### src/rtl/uart_tx_arbiter.sv
// uart_tx_arbiter: round-robin, packet-locked arbiter sharing one FastUART
// transmitter between byte-stream requesters (valid/ready/last handshake).
// Optional feature macro: UART_TX_ARB_TIMEOUT_EN (force-release of a stalled lock).
module uart_tx_arbiter #(
  parameter int unsigned  REQUESTERS     = 4,
  parameter int unsigned  TIMEOUT_CYCLES = 1024,
  localparam int unsigned GW             = $clog2(REQUESTERS)
) (
  input  logic                    clk,
  input  logic                    rst_n,
  input  logic [REQUESTERS-1:0]   req_valid,
  input  logic [8*REQUESTERS-1:0] req_data,
  input  logic [REQUESTERS-1:0]   req_last,
  output logic [REQUESTERS-1:0]   req_ready,
  output logic                    uart_txEnable,
  output logic [7:0]              uart_txData,
  input  logic                    uart_txBusy,
  output logic [GW-1:0]           grant_id,
  output logic                    grant_active,
  output logic                    timeout_event
);

  // Elaboration-time parameter range checks
  if (REQUESTERS < 2 || REQUESTERS > 8) begin : g_bad_req
    $error("uart_tx_arbiter: REQUESTERS must be 2..8");
  end
  if (TIMEOUT_CYCLES < 2) begin : g_bad_to
    $error("uart_tx_arbiter: TIMEOUT_CYCLES must be >= 2");
  end

  typedef enum logic [2:0] {
    S_IDLE, S_ARB, S_ACCEPT, S_SEND, S_HOLD, S_DRAIN
  } state_e;

  state_e                  state_q, state_d;
  logic [GW-1:0]           gid_q, gid_d;
  logic                    active_q, active_d;
  logic [REQUESTERS-1:0]   ready_q, ready_d;
  logic                    en_q, en_d;
  logic [7:0]              data_q, data_d;
  logic                    last_q, last_d;
  logic [GW-1:0]           win_c;
  logic                    found_c;

`ifdef UART_TX_ARB_TIMEOUT_EN
  localparam int unsigned CW = $clog2(TIMEOUT_CYCLES + 1);
  logic [CW-1:0]           stall_q, stall_d;
  logic                    timeout_q, timeout_d;
`endif

  // Round-robin search starting just after the last owner (grant_id doubles as rr_ptr)
  always_comb begin
    win_c   = gid_q;
    found_c = 1'b0;
    for (int unsigned i = 1; i <= REQUESTERS; i++) begin
      logic [GW-1:0] cand;
      cand = GW'((32'(gid_q) + i) % REQUESTERS);
      if (!found_c && req_valid[cand]) begin
        found_c = 1'b1;
        win_c   = cand;
      end
    end
  end

  // Next-state and registered-output computation
  always_comb begin
    state_d  = state_q;
    gid_d    = gid_q;
    active_d = active_q;
    ready_d  = '0;
    en_d     = 1'b0;
    data_d   = data_q;
    last_d   = last_q;
`ifdef UART_TX_ARB_TIMEOUT_EN
    timeout_d = 1'b0;
    stall_d   = '0;
    if (state_q == S_ACCEPT && !req_valid[gid_q]) stall_d = stall_q + CW'(1);
`endif
    case (state_q)
      S_IDLE: begin
        if (|req_valid) state_d = S_ARB;
      end
      S_ARB: begin
        if (found_c) begin
          gid_d    = win_c;
          active_d = 1'b1;
          state_d  = S_ACCEPT;
          // Pre-arm the strobe so the first byte is accepted in the first ACCEPT cycle
          if (!uart_txBusy) ready_d[win_c] = 1'b1;
        end else begin
          state_d = S_IDLE;
        end
      end
      S_ACCEPT: begin
        if (ready_q[gid_q] && req_valid[gid_q]) begin
          data_d  = req_data[{gid_q, 3'b000} +: 8];
          last_d  = req_last[gid_q];
          en_d    = 1'b1;
          state_d = S_SEND;
        end else if (req_valid[gid_q] && !uart_txBusy) begin
          ready_d[gid_q] = 1'b1;
        end
`ifdef UART_TX_ARB_TIMEOUT_EN
        else if (!req_valid[gid_q] && stall_q == CW'(TIMEOUT_CYCLES - 1)) begin
          active_d  = 1'b0;
          timeout_d = 1'b1;
          state_d   = S_IDLE;
        end
`endif
      end
      S_SEND: state_d = S_HOLD;
      S_HOLD: state_d = S_DRAIN;
      S_DRAIN: begin
        if (!uart_txBusy) begin
          if (last_q) begin
            active_d = 1'b0;
            state_d  = S_IDLE;
          end else begin
            state_d  = S_ACCEPT;
          end
        end
      end
      default: state_d = S_IDLE;
    endcase
  end

  // State and output registers
  always_ff @(posedge clk or negedge rst_n) begin
    if (!rst_n) begin
      state_q  <= S_IDLE;
      gid_q    <= GW'(REQUESTERS - 1);
      active_q <= 1'b0;
      ready_q  <= '0;
      en_q     <= 1'b0;
      data_q   <= 8'h00;
      last_q   <= 1'b0;
`ifdef UART_TX_ARB_TIMEOUT_EN
      stall_q   <= '0;
      timeout_q <= 1'b0;
`endif
    end else begin
      state_q  <= state_d;
      gid_q    <= gid_d;
      active_q <= active_d;
      ready_q  <= ready_d;
      en_q     <= en_d;
      data_q   <= data_d;
      last_q   <= last_d;
`ifdef UART_TX_ARB_TIMEOUT_EN
      stall_q   <= stall_d;
      timeout_q <= timeout_d;
`endif
    end
  end

  assign req_ready     = ready_q;
  assign uart_txEnable = en_q;
  assign uart_txData   = data_q;
  assign grant_id      = gid_q;
  assign grant_active  = active_q;
`ifdef UART_TX_ARB_TIMEOUT_EN
  assign timeout_event = timeout_q;
`else
  assign timeout_event = 1'b0;
`endif

endmodule

### config.mk
export PLATFORM = sky130hd
export DESIGN_NAME = uart_tx_arbiter
export DESIGN_NICKNAME = d
export VERILOG_FILES = /design/src/rtl/uart_tx_arbiter.sv
export SDC_FILE = /design/constraint.sdc
export NUM_CORES = 1
export LEC_CHECK = 0
export CORE_ASPECT_RATIO = 1.4
export CORE_UTILIZATION = 45
export CTS_BUF_LIST = sky130_fd_sc_hd__clkbuf_4 sky130_fd_sc_hd__clkbuf_8 sky130_fd_sc_hd__clkbuf_16
export DETAILED_ROUTE_END_ITERATION = 12
export MAX_ROUTING_LAYER = met4
export PLACE_DENSITY = 0.95
export REMOVE_ABC_BUFFERS = 1
export SKIP_LAST_GASP = 1
export SYNTH_ARGS = -nofsm -noshare
export SYNTH_HDL_FRONTEND = slang
export SYNTH_SLANG_ARGS = --single-unit
### constraint.sdc
create_clock -name clk -period 4 [get_ports clk]
set_clock_uncertainty 0.1 [all_clocks]
set_input_delay 0.8 -clock clk [delete_from_list [all_inputs] [get_ports clk]]
set_output_delay 0.8 -clock clk [all_outputs]
set_load 0.05 [all_outputs]
# Yosys cells after proc, flatten, opt, wreduce, memory -nomap -nowiden

Index checks and enable logic that the tools add are counted.

Register bits: 20
Bits in latches: 0
RAM bits: 0
ROM bits: 0
Input bits: 43
Memories kept: 0

$add $sub $neg: 4
Multiply operators: 0
Div/mod/pow operators: 0
Magnitude comparators: 8
Equality and inequality tests: 10
Shifts and indexed selects: 1
Multiplexer cells: 43
Bitwise logic cells: 0
Reductions and logical operators: 18

Operators by type and width:

| kind                                                               | count |
|---|---|
| variable part select 32 x 6 -> 8 bit                               | 1 |
| less-than comparator 2 x 3 -> 1 bit (second input constant)        | 6 |
| two-way mux 1 bit                                                  | 18 |
| one-hot mux 3 bit (6 select lines)                                 | 1 |
| two-way mux 4 bit                                                  | 4 |
| binary-select mux 1 bit (select 2 bit)                             | 7 |
| two-way mux 2 bit                                                  | 6 |
| != test 2 bit (second input constant)                              | 5 |
| two-way mux 3 bit                                                  | 3 |
| one-hot mux 4 bit (2 select lines)                                 | 1 |
| logical AND 1 bit                                                  | 7 |
| equality test 3 x 2 -> 1 bit (second input constant)               | 2 |
| equality test 3 bit (second input constant)                        | 2 |
| adder 2 x 1 -> 2 bit (second input constant)                       | 2 |
| adder 2 bit (second input constant)                                | 2 |
| demux 1 bit (select 2 bit)                                         | 2 |
| greater-or-equal comparator 2 x 1 -> 1 bit (second input constant) | 2 |
| zero test 1 bit                                                    | 4 |
| AND reduction 2 bit                                                | 2 |
| AND reduction 4 bit                                                | 1 |
| OR reduction 4 bit                                                 | 1 |
| equality test 3 x 1 -> 1 bit (second input constant)               | 1 |
| zero test 3 bit                                                    | 1 |
| AND reduction 3 bit                                                | 1 |
| 2 further kinds                                                    | 2 |

# Depth between registers and ports, before layout

Gate-level depths: netlist (run 1).

Depth in word-level cells: 20
Depth in mapped cells: 7

# Worst setup path before layout (run 1)

No wires, ideal clock.

Path type: register -> register
Start: register gid_q[0] (netlist: grant_id[0])
End: register data_q[0] (netlist: uart_txData[0])
Setup time: 0.125 ns
Arrival: 2.110 ns
Slack: 1.665 ns
Stages on the path, launching flop included: 6
Path buffers: 2
Period minus slack after synthesis: 2.335 ns
Cells stage by stage: dfstp_2 > buf_6 > mux4_2 > nand4_1 > buf_2 > mux2_2

Longest elaborated chain between the ends: 4
Elaborated cells between the ends (all ways): 7
Those cells by class: shift (1); mux (4); reduce/logical (2)

Ends and longest elaborated chain:

| item                                                                                         | line | text |
|---|---|---|
| from (decl)                                                                                  | 36   | `logic [GW-1:0] gid_q, gid_d;` |
| from (signal assigned)                                                                       | 131  | `gid_q <= GW'(REQUESTERS - 1);` |
| from (signal assigned)                                                                       | 143  | `gid_q <= gid_d;` |
| parallel branches: the longest is 4 deep, another holds variable part select 32 x 6 -> 8 bit | -    |  |
| to (signal assigned)                                                                         | 147  | `data_q <= data_d;` |
| to (decl)                                                                                    | 40   | `logic [7:0] data_q, data_d;` |

Parallel ways; which one is timed is not known. The select of a mux whose other input is x is not followed.
A chain may end at the register's enable or synchronous reset.

# Worst setup path in the final report (run 1)

Start: register gid_q[1] (netlist: grant_id[1])
End: output grant_id[1]

RTL lines:

| item      | line | text |
|---|---|---|
| to (decl) | 18   | `output logic [GW-1:0] grant_id,` |

No word-level cell between the ends.

==> reports/metrics.cfg, run 1 <==
[outcome]
outcome=finished clean

[finish]
fin_nets=209
drive_above_1_share=0.211
layoutNonFillerInstCount=198
n_antenna_cell=0
area_delta_synth_final_pct=47.7
multiInputGateArea_um2=785
fillers=210
finalInstanceArea_um2=2000
register_area_um2=503

[timing]
min_period_ns=2.83
fin_ws_ns=1.17
maxSlewViolCount=0
hold_viol_final=0
fmax_ghz=0.354
finalSetupTns_ns=0
fin_crit_sh=0.707
maxSlewHeadroom=0.426
setup_viol=0
rsz0062_at_grt=no
worst-slew-pin-transition_ns=0.859

[power]
power_frac_clock=0.115
intPower_uw=733
p_per_area_nw_per_um2=640
p_seq_frac=0.284
p_total_mw=1.28
ir_drop_uv=431
net-switching-power_uw=549
leakage_nw=0.824
comb_power_share=0.601
switching_share=0.428

[grt]
grt_usage=0.257
grt_start_max_net_pins=21
antenna_found_initial=0
gr-total-overflow=0
grt_pass1_vias=1227
grt_first_pass_wirelength_um=5910

[route]
avgRoutedWirePerCell_um=17.9
drt-met1-wl_um=1210
ant_nets=0
viasPerCell=5.81
drc=0
wl_met3_um=139
first_pass_iters=4
drtIter0Drc=35
dr.max_layer_used=met4
dr_wl_met2_um=2070
vias=1150
wl_um=3550

[placed_design]
dp.cells=194
numPortBuffers=58
place_ws_ns=1.08
hpwlAfterDp_um=2950
place_area_um2=1950
gp_congestion=0.929

[synth]
synth_seq_area_share=0.371
netlist_top_cells_area=dfrtp_1 33%, mux4_2 20%, mux2_2 8.3%, mux4_1 5.8%, dfstp_2 3.9%
ys_types=32
synth_area_um2=1360
yosys.area.top_type=dfrtp_1
ys_async_sr_fraction=1.00
synth_edf_count=0
synth.top_cell.area_share=0.332
syn_avg_cell_area_um2=13.0
syn_inst=104
ys_top_cells_by_count=18 x dfrtp_1, 12 x mux4_2, 10 x mux2_2
yosysMostFrequentCell=dfrtp_1
ys_warn_count=0
ys_ff_latch=20
ys.flop_type=dfrtp_1

[critical_path]
crit_slowest_cell=clkdlybuf4s50_1
cp-end-kind=primary output
crit_type=reg2out
crit_path_end=grant_id[1]
worstPathRequired_ns=3.10
path_buf_inv=1
cpLargestDelayFamily=buffers and inverters
rr_worst_depth=4
start_kind=register
cp.depth=1
cpPeakStageDelay_ns=0.89
critPathArrivalTime_ns=1.93
worstSetupStartpoint=grant_id[1]
r2r_slack_ns=1.37
timing.rr.start=grant_id[0]
cp_max_fo=17
reg2reg_to=uart_txData[6]
worstPathCellList=clkdlybuf4s50_1

[cts]
htree_levels=1
cts-hold-fix-buffers=0
clk-insertion-delay-late_ns=0.25
cts-buffers-inserted=3
cts.path.max_buffers=2
tritoncts=yes
post_cts_buffers=0
cts_sinks=20
cts_resized=0
clk_pin_slew_ns=0.07
cts-root-buf=clkbuf_8

[min_path]
hold_path_class=reg2reg

[floorplan]
die_area_um2=3240
initial_utilization=0.471
coreArea_um2=2880
die_w_um=48.4
row_count=23
num_io_pins=60
die_y_um=67.0

[run]
cap_violations=0

-- routing by layer --
layer | global-route usage | vias to the layer above
met3 | 0.0457 | 14
met5 | - | -
met2 | 0.481 | 55
met1 | 0.250 | 570
met4 | 0.151 | 0
li1 | - | 511
-- cells by family (layout without fill, tap and decap cells) --
family / after synthesis / after routing / share of synthesized area
simple gates: 21 / 21 / 0.0959
other cells: 1 / 1 / 0.00276
flops: 20 / 20 / 0.371
xor+xnor: 3 / 3 / 0.0194
buf+inv: 13 / 70 / 0.0507
mux: 25 / 25 / 0.340
compound gates: 17 / 17 / 0.0830
fa+ha+maj: 4 / 4 / 0.0369
-- cell usage in the layout, fill, tap and decap left out --
master and n:
nor4b_2 1, clkdlybuf4s50_1 58, o21a_2 1, nor3_1 1, dfstp_2 2, buf_4 1, mux4_2 12, or2b_1 1
nand2_1 5, conb_1 1, nand4_1 1, ha_1 4, nor4_1 2, o21ai_0 5, o31ai_1 2, a221oi_1 1
o22ai_1 1, nor2_1 5, a32o_1 2, clkbuf_8 4, nor2b_4 1, mux4_1 3, dfrtp_1 18, o221ai_1 1
xnor2_1 3, inv_1 7, nor2_4 1, mux2_2 10, nand2b_1 2, a21oi_1 4, and2b_2 1
-- worst min path at each step --
stage	end	slack [ns]	depth (start not counted)	from
finish	uart_txData[7]	0.41	1	uart_txData[7]
global route	uart_txData[7]	0.43	1	uart_txData[7]
CTS	uart_txData[7]	0.41	1	uart_txData[7]
detailed placement	uart_txData[7]	0.39	1	uart_txData[7]
global placement	uart_txData[2]	0.39	1	uart_txData[2]
floorplan	grant_active	0.40	0	rst_n
-- state kept, by name, summed over array words and instances, names as in the netlist --
| register | flops |
|---|---|
| grant_active | 1 |
| grant_id | 2 |
| last_q | 1 |
| state_q | 3 |
| req_ready | 4 |
| uart_txEnable | 1 |
| uart_txData | 8 |
-- power groups by stage --
stage | logic [mW] | clock network, mW | registers (mW)
after global placement | 0.736 | 0 | 0.361
after floorplan | 0.398 | 0 | 0.503
final | 0.770 | 0.147 | 0.364
after detailed placement | 0.771 | 0 | 0.368
after global routing | 0.824 | 0.159 | 0.377
after CTS | 0.775 | 0.149 | 0.365
-- stage by stage --
stage	utilization	hold slack (ns)
final	0.696	0.410
after global placement	0.677	0.390
after global routing	0.696	0.427
after floorplan	-	0.404
after detailed placement	0.677	0.395
after CTS	0.696	0.411
-- area by class of cell --
type                    instances  share of cell area
multi-input cells              71               0.392
repair buffers                 59               0.294
flip-flops and latches         20               0.251
clock buffers                   4              0.0275
well taps                      37              0.0231
inverters                       7              0.0131
Power figures use the tool's default switching activity.
==> inputs of run 2 (changes only) <==
- CORE_UTILIZATION: 45 -> 38
- PLACE_DENSITY: 0.95 -> 0.87
- clock period: 4 -> 2.45 ns (I/O delays scaled with it)
==> reports/metrics.cfg, run 2 (synthesis results as in run 1) <==
[placed_design]
hpwlAfterDp_um=2950  ; about the same
gp_congestion=0.860  ; was 0.929
place_area_um2=2030  ; was 1950 µm²
numPortBuffers=58  ; unchanged

[grt]
grt_start_max_net_pins=21  ; unchanged
grt_usage=0.218  ; was 0.257
gr-total-overflow=0  ; unchanged
antenna_found_initial=0  ; unchanged
grt_first_pass_wirelength_um=5790  ; was 5910 µm
grt_pass1_vias=1268  ; was 1227

[floorplan]
row_count=25  ; was 23
die_area_um2=3820  ; was 3240 µm²
initial_utilization=0.401  ; was 0.471
num_io_pins=60  ; unchanged
die_w_um=52.5  ; was 48.4 µm
coreArea_um2=3380  ; was 2880 µm²
die_y_um=72.7  ; was 67.0 µm

[finish]
finalInstanceArea_um2=2070  ; was 2000 µm²
n_antenna_cell=0  ; unchanged
area_delta_synth_final_pct=52.9  ; was 47.7%
fillers=272  ; was 210
register_area_um2=503  ; unchanged
multiInputGateArea_um2=785  ; unchanged
fin_nets=217  ; was 209
largest_register_ffs=8  ; unchanged
layout.cells.most_common=clkdlybuf4s50_1  ; unchanged
drive_above_1_share=0.256  ; was 0.211
final_cell_mix=56 x clkdlybuf4s50_1, 18 x dfrtp_1, 12 x mux4_2  ; was 58 x clkdlybuf4s50_1, 18 x dfrtp_1, 12 x mux4_2

[cts]
clk_pin_slew_ns=0.07  ; about the same
cts-root-buf=clkbuf_8  ; unchanged
cts.path.max_buffers=2  ; unchanged
cts_sinks=20  ; unchanged
clk-insertion-delay-late_ns=0.26  ; was 0.25 ns
cts-buffers-inserted=3  ; unchanged
cts-hold-fix-buffers=0  ; unchanged
htree_levels=1  ; unchanged
post_cts_buffers=0  ; unchanged
cts_resized=0  ; unchanged
tritoncts=yes  ; unchanged

[critical_path]
start_kind=register  ; unchanged
cp-end-kind=register  ; was primary output
cpPeakStageDelay_ns=0.62  ; was 0.89 ns
cpLargestDelayFamily=flip-flops  ; was buffers and inverters
worstPathRequired_ns=2.51  ; was 3.10 ns
crit_slowest_cell=dfstp_2  ; was clkdlybuf4s50_1
cp_max_fo=6  ; was 17
worstPathCellList=inv_1, ha_1, mux4_2, nor2b_4, o221ai_1, o21a_2, o31ai_1  ; was clkdlybuf4s50_1
critPathArrivalTime_ns=2.35  ; was 1.93 ns
crit_type=reg2reg  ; was reg2out
path_buf_inv=1  ; unchanged

[timing]
maxSlewViolCount=0  ; unchanged
worst-slew-pin-transition_ns=0.534  ; was 0.859 ns
min_period_ns=2.29
rsz0062_at_grt=no  ; unchanged
maxSlewHeadroom=0.643  ; was 0.426
fmax_ghz=0.436
hold_viol_final=0  ; unchanged
fin_hold_ws_ns=0.411  ; was 0.410 ns
setup_viol=0  ; unchanged
fin_crit_sh=0.936

[route]
wl_um=3600  ; was 3550 µm
drc=0  ; unchanged
avgRoutedWirePerCell_um=17.3  ; was 17.9 µm
first_pass_iters=4  ; unchanged
ant_nets=0  ; unchanged
drtIter0Drc=24  ; was 35
vias=1157  ; was 1150
viasPerCell=5.56  ; was 5.81

[power]
comb_power_share=0.644  ; was 0.601
ir_drop_uv=654  ; was 431 µV
power_frac_clock=0.101  ; was 0.115
switching_share=0.428  ; about the same
p_seq_frac=0.255  ; was 0.284
p_per_area_nw_per_um2=1020  ; was 640 nW/µm²
p_total_mw=2.12  ; was 1.28 mW
net-switching-power_uw=907  ; was 549 µW
intPower_mw=1.21  ; was 733 µW
leakage_nw=0.868  ; was 0.824 nW

[min_path]
hold_path_class=reg2reg  ; unchanged

[run]
cap_violations=0  ; unchanged

[outcome]
outcome=finished clean  ; unchanged

## run 2: cell count changes in the layout (fill, tap and decap cells not counted)
cell	before	now
buf_12	0	2
buf_4	1	9
clkbuf_8	4	3
clkdlybuf4s50_1	58	56
## run 2: worst reg2reg max path, delay by kind of cell (launching register included)
family,cells,cell delay [ns]
buffers and inverters,1,0.14
AOI/OAI and AO/OA,3,0.56
adders and majority gates,1,0.36
and+or+nand+nor,1,0.19
muxes,1,0.23
DFF,1,0.62
## run 2: layout make-up
class | count | share of cell area
flip-flops and latches | 20 | 0.243
well taps | 40 | 0.0241
repair buffers | 67 | 0.322
inverters | 7 | 0.0127
clock buffers | 3 | 0.0199
multi-input cells | 71 | 0.378
## run 2: through the flow
step | cells | setup TNS [ns] | setup slack [ns] | utilization
2_1_floorplan | 98 | -1.74 | -0.260 | -
3_3_place_gp | 205 | 0 | 0.0237 | 0.601
3_5_place_dp | 205 | -0.351 | -0.0859 | 0.601
4_1_cts | 208 | 0 | 0.163 | 0.614
5_1_grt | 208 | 0 | 0.0101 | 0.614
6_report | 208 | 0 | 0.156 | 0.614
## run 2: power groups by stage
| stage | Combinational (mW) | Sequential [mW] | Clock, mW |
|---|---|---|---|
| after floorplan | 0.650 | 0.822 | 0 |
| after global placement | 1.33 | 0.537 | 0 |
| after detailed placement | 1.38 | 0.545 | 0 |
| after CTS | 1.38 | 0.539 | 0.219 |
| after global routing | 1.48 | 0.556 | 0.232 |
| final | 1.37 | 0.540 | 0.214 |
## run 2: final timing paths
| check | start | end | slack [ns] | cells after the start |
|---|---|---|---|---|
| worst max-delay path | grant_id[0] | req_ready[0] | 0.16 | 7 |
| worst min-delay path | uart_txData[6] | uart_txData[6] | 0.41 | 1 |
| worst min register to register | uart_txData[6] | uart_txData[6] | 0.41 | 1 |
| max in group asynchronous | rst_n | grant_id[0] | 1.52 | 2 |
| worst max register to register | grant_id[0] | req_ready[0] | 0.16 | 7 |
| min in group asynchronous | rst_n | uart_txData[2] | 0.46 | 2 |
## run 2: routing by layer
metal  global-route usage  share of wire  up-vias
li1                     -              -      526
met3               0.0208          0.034        7
met1                0.212           0.35      587
met5                    -              0        -
met2                0.412           0.59       37
met4                0.105          0.025        0
